[src/rtl/joy_answer_frontend.sv]
// joy_answer_frontend: two-player joystick front end for the quiz game.
// Each active-low 4-way stick is synchronised, debounced and decoded into an
// answer code 1..4. The first press after a question is armed is offered to
// the answer checker over valid/ready, together with the player and a
// saturating response-time stamp.
// Optional feature macro: JOY_TIE_RR_EN (round-robin resolution of ties;
// when undefined the left player always wins a tie).
module joy_answer_frontend #(
  parameter int unsigned DEBOUNCE_CYCLES = 16,
  parameter int unsigned RT_W            = 16
) (
  input  logic            clk,
  input  logic            rst_n,
  input  logic [3:0]      joy_in_l,
  input  logic [3:0]      joy_in_r,
  input  logic            q_valid,
  output logic            ans_valid,
  input  logic            ans_ready,
  output logic            ans_player,
  output logic [2:0]      ans_code,
  output logic [RT_W-1:0] ans_time,
  output logic            armed
);

  localparam int unsigned CNT_W    = $clog2(DEBOUNCE_CYCLES + 1);
  localparam logic [3:0]  RELEASED = 4'b1111;

  typedef enum logic [1:0] {
    S_IDLE  = 2'd0,
    S_ARMED = 2'd1,
    S_OFFER = 2'd2
  } state_t;

  state_t           r_state;
  logic             r_q_prev;
  logic [RT_W-1:0]  r_time;

  logic [3:0]       w_joy      [2];
  logic [3:0]       r_sync1    [2];
  logic [3:0]       r_sync2    [2];
  logic [3:0]       r_cand     [2];
  logic [3:0]       r_deb      [2];
  logic [3:0]       r_deb_prev [2];
  logic [CNT_W-1:0] r_cnt      [2];
  logic [CNT_W-1:0] w_cnt_next [2];
  logic [2:0]       w_code     [2];
  logic [1:0]       w_evt;
  logic             w_q_rise;
  logic             w_win;

  // Exactly one low bit gives its answer code; released/invalid give 0.
  function automatic logic [2:0] f_decode(input logic [3:0] s);
    case (s)
      4'b1110: f_decode = 3'd1;
      4'b1101: f_decode = 3'd2;
      4'b1011: f_decode = 3'd3;
      4'b0111: f_decode = 3'd4;
      default: f_decode = 3'd0;
    endcase
  endfunction

  assign w_joy[0] = joy_in_l;
  assign w_joy[1] = joy_in_r;
  assign w_q_rise = q_valid & ~r_q_prev;

  // Debounce run length (a new value counts as its own first sample), decode, press events.
  always_comb begin
    w_evt = 2'b00;
    for (int p = 0; p < 2; p++) begin
      w_cnt_next[p] = r_cnt[p];
      w_code[p]     = f_decode(r_deb[p]);
      if (r_sync2[p] != r_cand[p]) begin
        w_cnt_next[p] = CNT_W'(1);
      end else if (r_cnt[p] != CNT_W'(DEBOUNCE_CYCLES)) begin
        w_cnt_next[p] = r_cnt[p] + CNT_W'(1);
      end
      w_evt[p] = (r_deb_prev[p] == RELEASED) && (w_code[p] != 3'd0);
    end
  end

  // Synchronisers, debouncers and previous debounced state for edge detection.
  always_ff @(posedge clk) begin
    if (!rst_n) begin
      for (int p = 0; p < 2; p++) begin
        r_sync1[p]    <= RELEASED;
        r_sync2[p]    <= RELEASED;
        r_cand[p]     <= RELEASED;
        r_deb[p]      <= RELEASED;
        r_deb_prev[p] <= RELEASED;
        r_cnt[p]      <= '0;
      end
    end else begin
      for (int p = 0; p < 2; p++) begin
        r_sync1[p]    <= w_joy[p];
        r_sync2[p]    <= r_sync1[p];
        r_cand[p]     <= r_sync2[p];
        r_cnt[p]      <= w_cnt_next[p];
        r_deb_prev[p] <= r_deb[p];
        if (w_cnt_next[p] == CNT_W'(DEBOUNCE_CYCLES)) begin
          r_deb[p] <= r_sync2[p];
        end
      end
    end
  end

`ifdef JOY_TIE_RR_EN
  logic r_tie_ptr;
  logic w_tie;

  assign w_tie = &w_evt;
  assign w_win = w_tie ? r_tie_ptr : w_evt[1];

  // Tie pointer: the next tie goes to whoever lost the last arbitrated tie.
  always_ff @(posedge clk) begin
    if (!rst_n) begin
      r_tie_ptr <= 1'b0;
    end else if ((r_state == S_ARMED) && q_valid && w_tie) begin
      r_tie_ptr <= ~r_tie_ptr;
    end
  end
`else
  // Left wins whenever it has an event, including ties.
  assign w_win = ~w_evt[0];
`endif

  // Arm / wait-for-press / offer sequencing with registered outputs.
  always_ff @(posedge clk) begin
    if (!rst_n) begin
      r_state    <= S_IDLE;
      r_q_prev   <= 1'b0;
      r_time     <= '0;
      armed      <= 1'b0;
      ans_valid  <= 1'b0;
      ans_player <= 1'b0;
      ans_code   <= 3'd0;
      ans_time   <= '0;
    end else begin
      r_q_prev <= q_valid;
      case (r_state)
        S_IDLE: begin
          if (w_q_rise) begin
            r_state <= S_ARMED;
            armed   <= 1'b1;
            r_time  <= '0;
          end
        end
        S_ARMED: begin
          if (r_time != {RT_W{1'b1}}) begin
            r_time <= r_time + RT_W'(1);
          end
          if (!q_valid) begin
            r_state <= S_IDLE;
            armed   <= 1'b0;
          end else if (|w_evt) begin
            r_state    <= S_OFFER;
            armed      <= 1'b0;
            ans_valid  <= 1'b1;
            ans_player <= w_win;
            ans_code   <= w_win ? w_code[1] : w_code[0];
            ans_time   <= r_time;
          end
        end
        S_OFFER: begin
          if (ans_ready) begin
            r_state    <= S_IDLE;
            ans_valid  <= 1'b0;
            ans_player <= 1'b0;
            ans_code   <= 3'd0;
            ans_time   <= '0;
          end
        end
        default: begin
          r_state <= S_IDLE;
          armed   <= 1'b0;
        end
      endcase
    end
  end

endmodule

[config.mk]
export PLATFORM = sky130hd
export DESIGN_NAME = joy_answer_frontend
export DESIGN_NICKNAME = d
export VERILOG_FILES = /design/src/rtl/joy_answer_frontend.sv
export SDC_FILE = /design/constraint.sdc
export NUM_CORES = 1
export LEC_CHECK = 0
export ABC_AREA = 0
export CELL_PAD_IN_SITES_DETAIL_PLACEMENT = 0
export CELL_PAD_IN_SITES_GLOBAL_PLACEMENT = 1
export CORE_ASPECT_RATIO = 1.75
export CORE_UTILIZATION = 45
export DETAILED_ROUTE_END_ITERATION = 10
export GPL_TIMING_DRIVEN = 0
export PLACE_DENSITY_LB_ADDON = 0.25
export SYNTH_ARGS = -nofsm -noshare
export SYNTH_HDL_FRONTEND = slang
export SYNTH_SLANG_ARGS = --single-unit
[constraint.sdc]
create_clock -name clk -period 2.9 [get_ports clk]
set_clock_uncertainty 0.2 [all_clocks]
set_input_delay 0.58 -clock clk [delete_from_list [all_inputs] [get_ports clk]]
set_output_delay 0.58 -clock clk [all_outputs]
set_load 0.01 [all_outputs]
==> results.sh <==
export IMPL_cts_buffers=9
export IMPL_status="finished with violations"
export IMPL_dieWidth_um=71.2
export IMPL_fin_area_sq_um=4510
export IMPL_worst_path_max_delay_cell="clkdlybuf4s50_1"
export IMPL_tightest_slew_ns=0.789
export IMPL_core_sq_um=8020
export IMPL_drv_cap=0
export IMPL_final_nets=435
export IMPL_switching_share_pct=22.0
export IMPL_setup_worst_path_start="q_valid"
export IMPL_io_pin_count=34
export IMPL_grtUsageTotal_pct=18.6
export IMPL_postSynth_asyncResetShare_pct=0
export IMPL_cts_sinks=91
export IMPL_r2r_start="r_sync2[0][0]"
export IMPL_p_clk_share_pct=44.2
export IMPL_finalHoldViolCount=0
export IMPL_ys_ff_latch=91
export IMPL_power_density_nw_per_um2=572
export IMPL_p_int_mw=2.01
export IMPL_synth_compound_area_share_pct=13.1
export IMPL_cts_tree="yes"
export IMPL_hold_depth=1
export IMPL_violations="design-rule violations"
export IMPL_ys_warn_count=0
export IMPL_setup_slack_ns=0.457
export IMPL_cts_max_path_buffers=2
export IMPL_path_delay_family="compound AO/OA/AOI/OAI gates"
export IMPL_drt_pass1_iterations=7
export IMPL_synth_xor_area_share_pct=7.43
export IMPL_cts_root_buf="clkbuf_16"
export IMPL_post_synth_cell_area_avg_sq_um=10.1
export IMPL_crit_fanout=7
export IMPL_critPathCaptureType="flop"
export IMPL_io_buffers=33
export IMPL_yosys_area_top_type="dfxtp_1"
export IMPL_hold_end="r_sync2[0][3]"
export IMPL_path_clk_slew_ns=0.06
export IMPL_total_power_mw=2.58
export IMPL_wl_per_cell_um=14.3
export IMPL_pre_cts_ws_ns=0.113
export IMPL_hold_path_startpoint="r_sync1[0][3]"
export IMPL_cp_data_required_time_ns=2.93
export IMPL_startpoint_type="input port"
export IMPL_peakVddDrop_v=0.000614
export IMPL_drive_gt1_share_pct=7.80
export IMPL_drc=3
export IMPL_rsz0062_at_grt="false"
export IMPL_overflow=0
export IMPL_synthFlopType="dfxtp_1"
export IMPL_dieArea_sq_um=8760
export IMPL_place_hpwl_um=5430
export IMPL_finalSetupTns_ns=0
export IMPL_grt_pass1_wl_um=12400
export IMPL_postRouteAntennaNets=0
export IMPL_vias=2783
export IMPL_first_global_vias=2743
export IMPL_synth_area_leaders="dfxtp_1 44%, edfxtp_1 6.4%, nand2b_1 5.5%"
export IMPL_max_freq_mhz=409
export IMPL_synthTopCellsByCount="83 x dfxtp_1, 33 x nand2b_1, 26 x nor2_1"
export IMPL_h_tree_depth=3
export IMPL_drt_initial_drc_count=128
export IMPL_synth_area_sq_um=3770
export IMPL_synth_mux_area_share_pct=0.299
export IMPL_area_growth_pct=19.5
export IMPL_path_cells="clkdlybuf4s50_1 > nand2b_1 > a21oi_1 > a21boi_1 > nand4_1 > mux2_2"
export IMPL_grt_max_degree=16
export IMPL_post_dp_cell_area_sq_um=4210
export IMPL_hold_class="flop to flop"
export IMPL_syn_nets=391
export IMPL_whs_ns=0.207
export IMPL_leakagePower_nw=1.59
export IMPL_antenna_found_initial=0
export IMPL_power_share_sequential_pct=50.7
export IMPL_clk_latency_ns=0.34
export IMPL_synth_top_family_by_area="simple AND/OR/NAND/NOR gates"
export IMPL_ys_seq_area_share_pct=50.4
export IMPL_synth_cells=374
export IMPL_cts_repair_resized=0
export IMPL_synth_edf_count=8
export IMPL_period_minus_slack_ns=2.44
export IMPL_routabilityCongestion=0.818
export IMPL_r2r_end="r_deb[0][7]"
export IMPL_relSlewSlack_pct=46.9
export IMPL_r2r_slack_ns=0.48
export IMPL_synth_top_cell_area_share_pct=44.1
export IMPL_diodes=0
export IMPL_rows=43
export IMPL_ys_types=50
export IMPL_wl_um=7350
export IMPL_arrival_ns=2.47
export IMPL_cts_hold_buf=0
export IMPL_place_inst=497
export IMPL_setup_viol=0
export IMPL_maxSlewViolCount=0
export IMPL_finalCritPeriodShare_pct=84.2
export IMPL_synth_simple_gate_area_share_pct=23.5
export IMPL_combPwrFrac_pct=5.1
export IMPL_p_sw_mw=0.566
export IMPL_crit_buf_inv=1
export IMPL_synthAdderAreaFrac_pct=1.66
export IMPL_final_cells=513
export IMPL_yosysMostFrequentCell="dfxtp_1"
export IMPL_max_stage_delay_ns=0.54
export IMPL_r2r_cells=5
export IMPL_cts_setup_buffers=0
export IMPL_avgViaCountPerCell=5.42
export IMPL_die_h_um=123
export IMPL_final_core_util_pct=56.2
export IMPL_start_util_pct=47.0
export IMPL_crit_type="input port to flop"
==> area by class of cell <==
type	instances	area, sq um
Sequential cell	91	1900
Tap cell	90	113
Multi-Input combinational cell	255	1740
Fill cell	714	3510
Clock inverter	7	67.6
Buffer	18	96.3
Inverter	10	37.5
Timing Repair Buffer	33	330
Clock buffer	9	225
==> cells in the final DEF (no fill, tap or decap), types with 10 or more instances in the layout <==
master           count
nand3_1             15
nand2b_1            33
xnor2_1             14
clkdlybuf4s50_1     33
nor3_1              11
a22o_1              17
nor2_1              26
xor2_1              18
dfxtp_1             83
nor4_1              11
nand2_1             19
inv_1               10
==> layer usage <==
| layer | up-vias | track usage [%] | part of all wire (%) |
|---|---|---|---|
| met5 | - | 0 | 0 |
| met4 | 0 | 8.13 | 2.4 |
| met3 | 12 | 5.22 | 2.6 |
| met2 | 43 | 35.9 | 56 |
| met1 | 1308 | 18.0 | 39 |
| li1 | 1420 | - | - |
==> power by group through the flow <==
stage	Combinational, mW	Clock, mW	Sequential [mW]
6_report	0.132	1.14	1.31
5_1_grt	0.151	1.22	1.31
4_1_cts	0.135	1.16	1.31
3_5_place_dp	0.135	0	1.33
3_3_place_gp	0.132	0	1.33
2_1_floorplan	0.0880	0	1.33
==> worst register-to-register path, delay by kind of cell, from the launching register on <==
kind | cells | cell delay [ns]
simple gates | 3 | 1.27
flops | 1 | 0.33
compound gates | 1 | 0.22
xor+xnor | 1 | 0.15
==> registers in the layout (all words and copies together) (netlist names) <==
signal / cells
ans_code: 3
r_time: 16
r_q_prev: 1
r_cnt: 10
r_deb: 8
armed: 1
r_sync1: 8
r_sync2: 8
r_deb_prev: 8
ans_time: 16
r_state: 2
ans_valid: 1
ans_player: 1
r_cand: 8
==> kinds of logic after synthesis <==
kind of cell | after synthesis
xor+xnor | 32
mux | 1
simple gates | 155
fa+ha+maj | 5
compound gates | 62
flops | 91
buf+inv | 28
==> how the worst max path moves through the flow <==
stage	to	cells past startpoint
after global routing	r_time[3]	6
after CTS	r_deb[0][7]	5
after detailed placement	r_time[3]	6
after global placement	r_time[3]	6
final	r_time[3]	6
after floorplan	r_deb[0][0]	8
(Power assumes the default switching activity.)
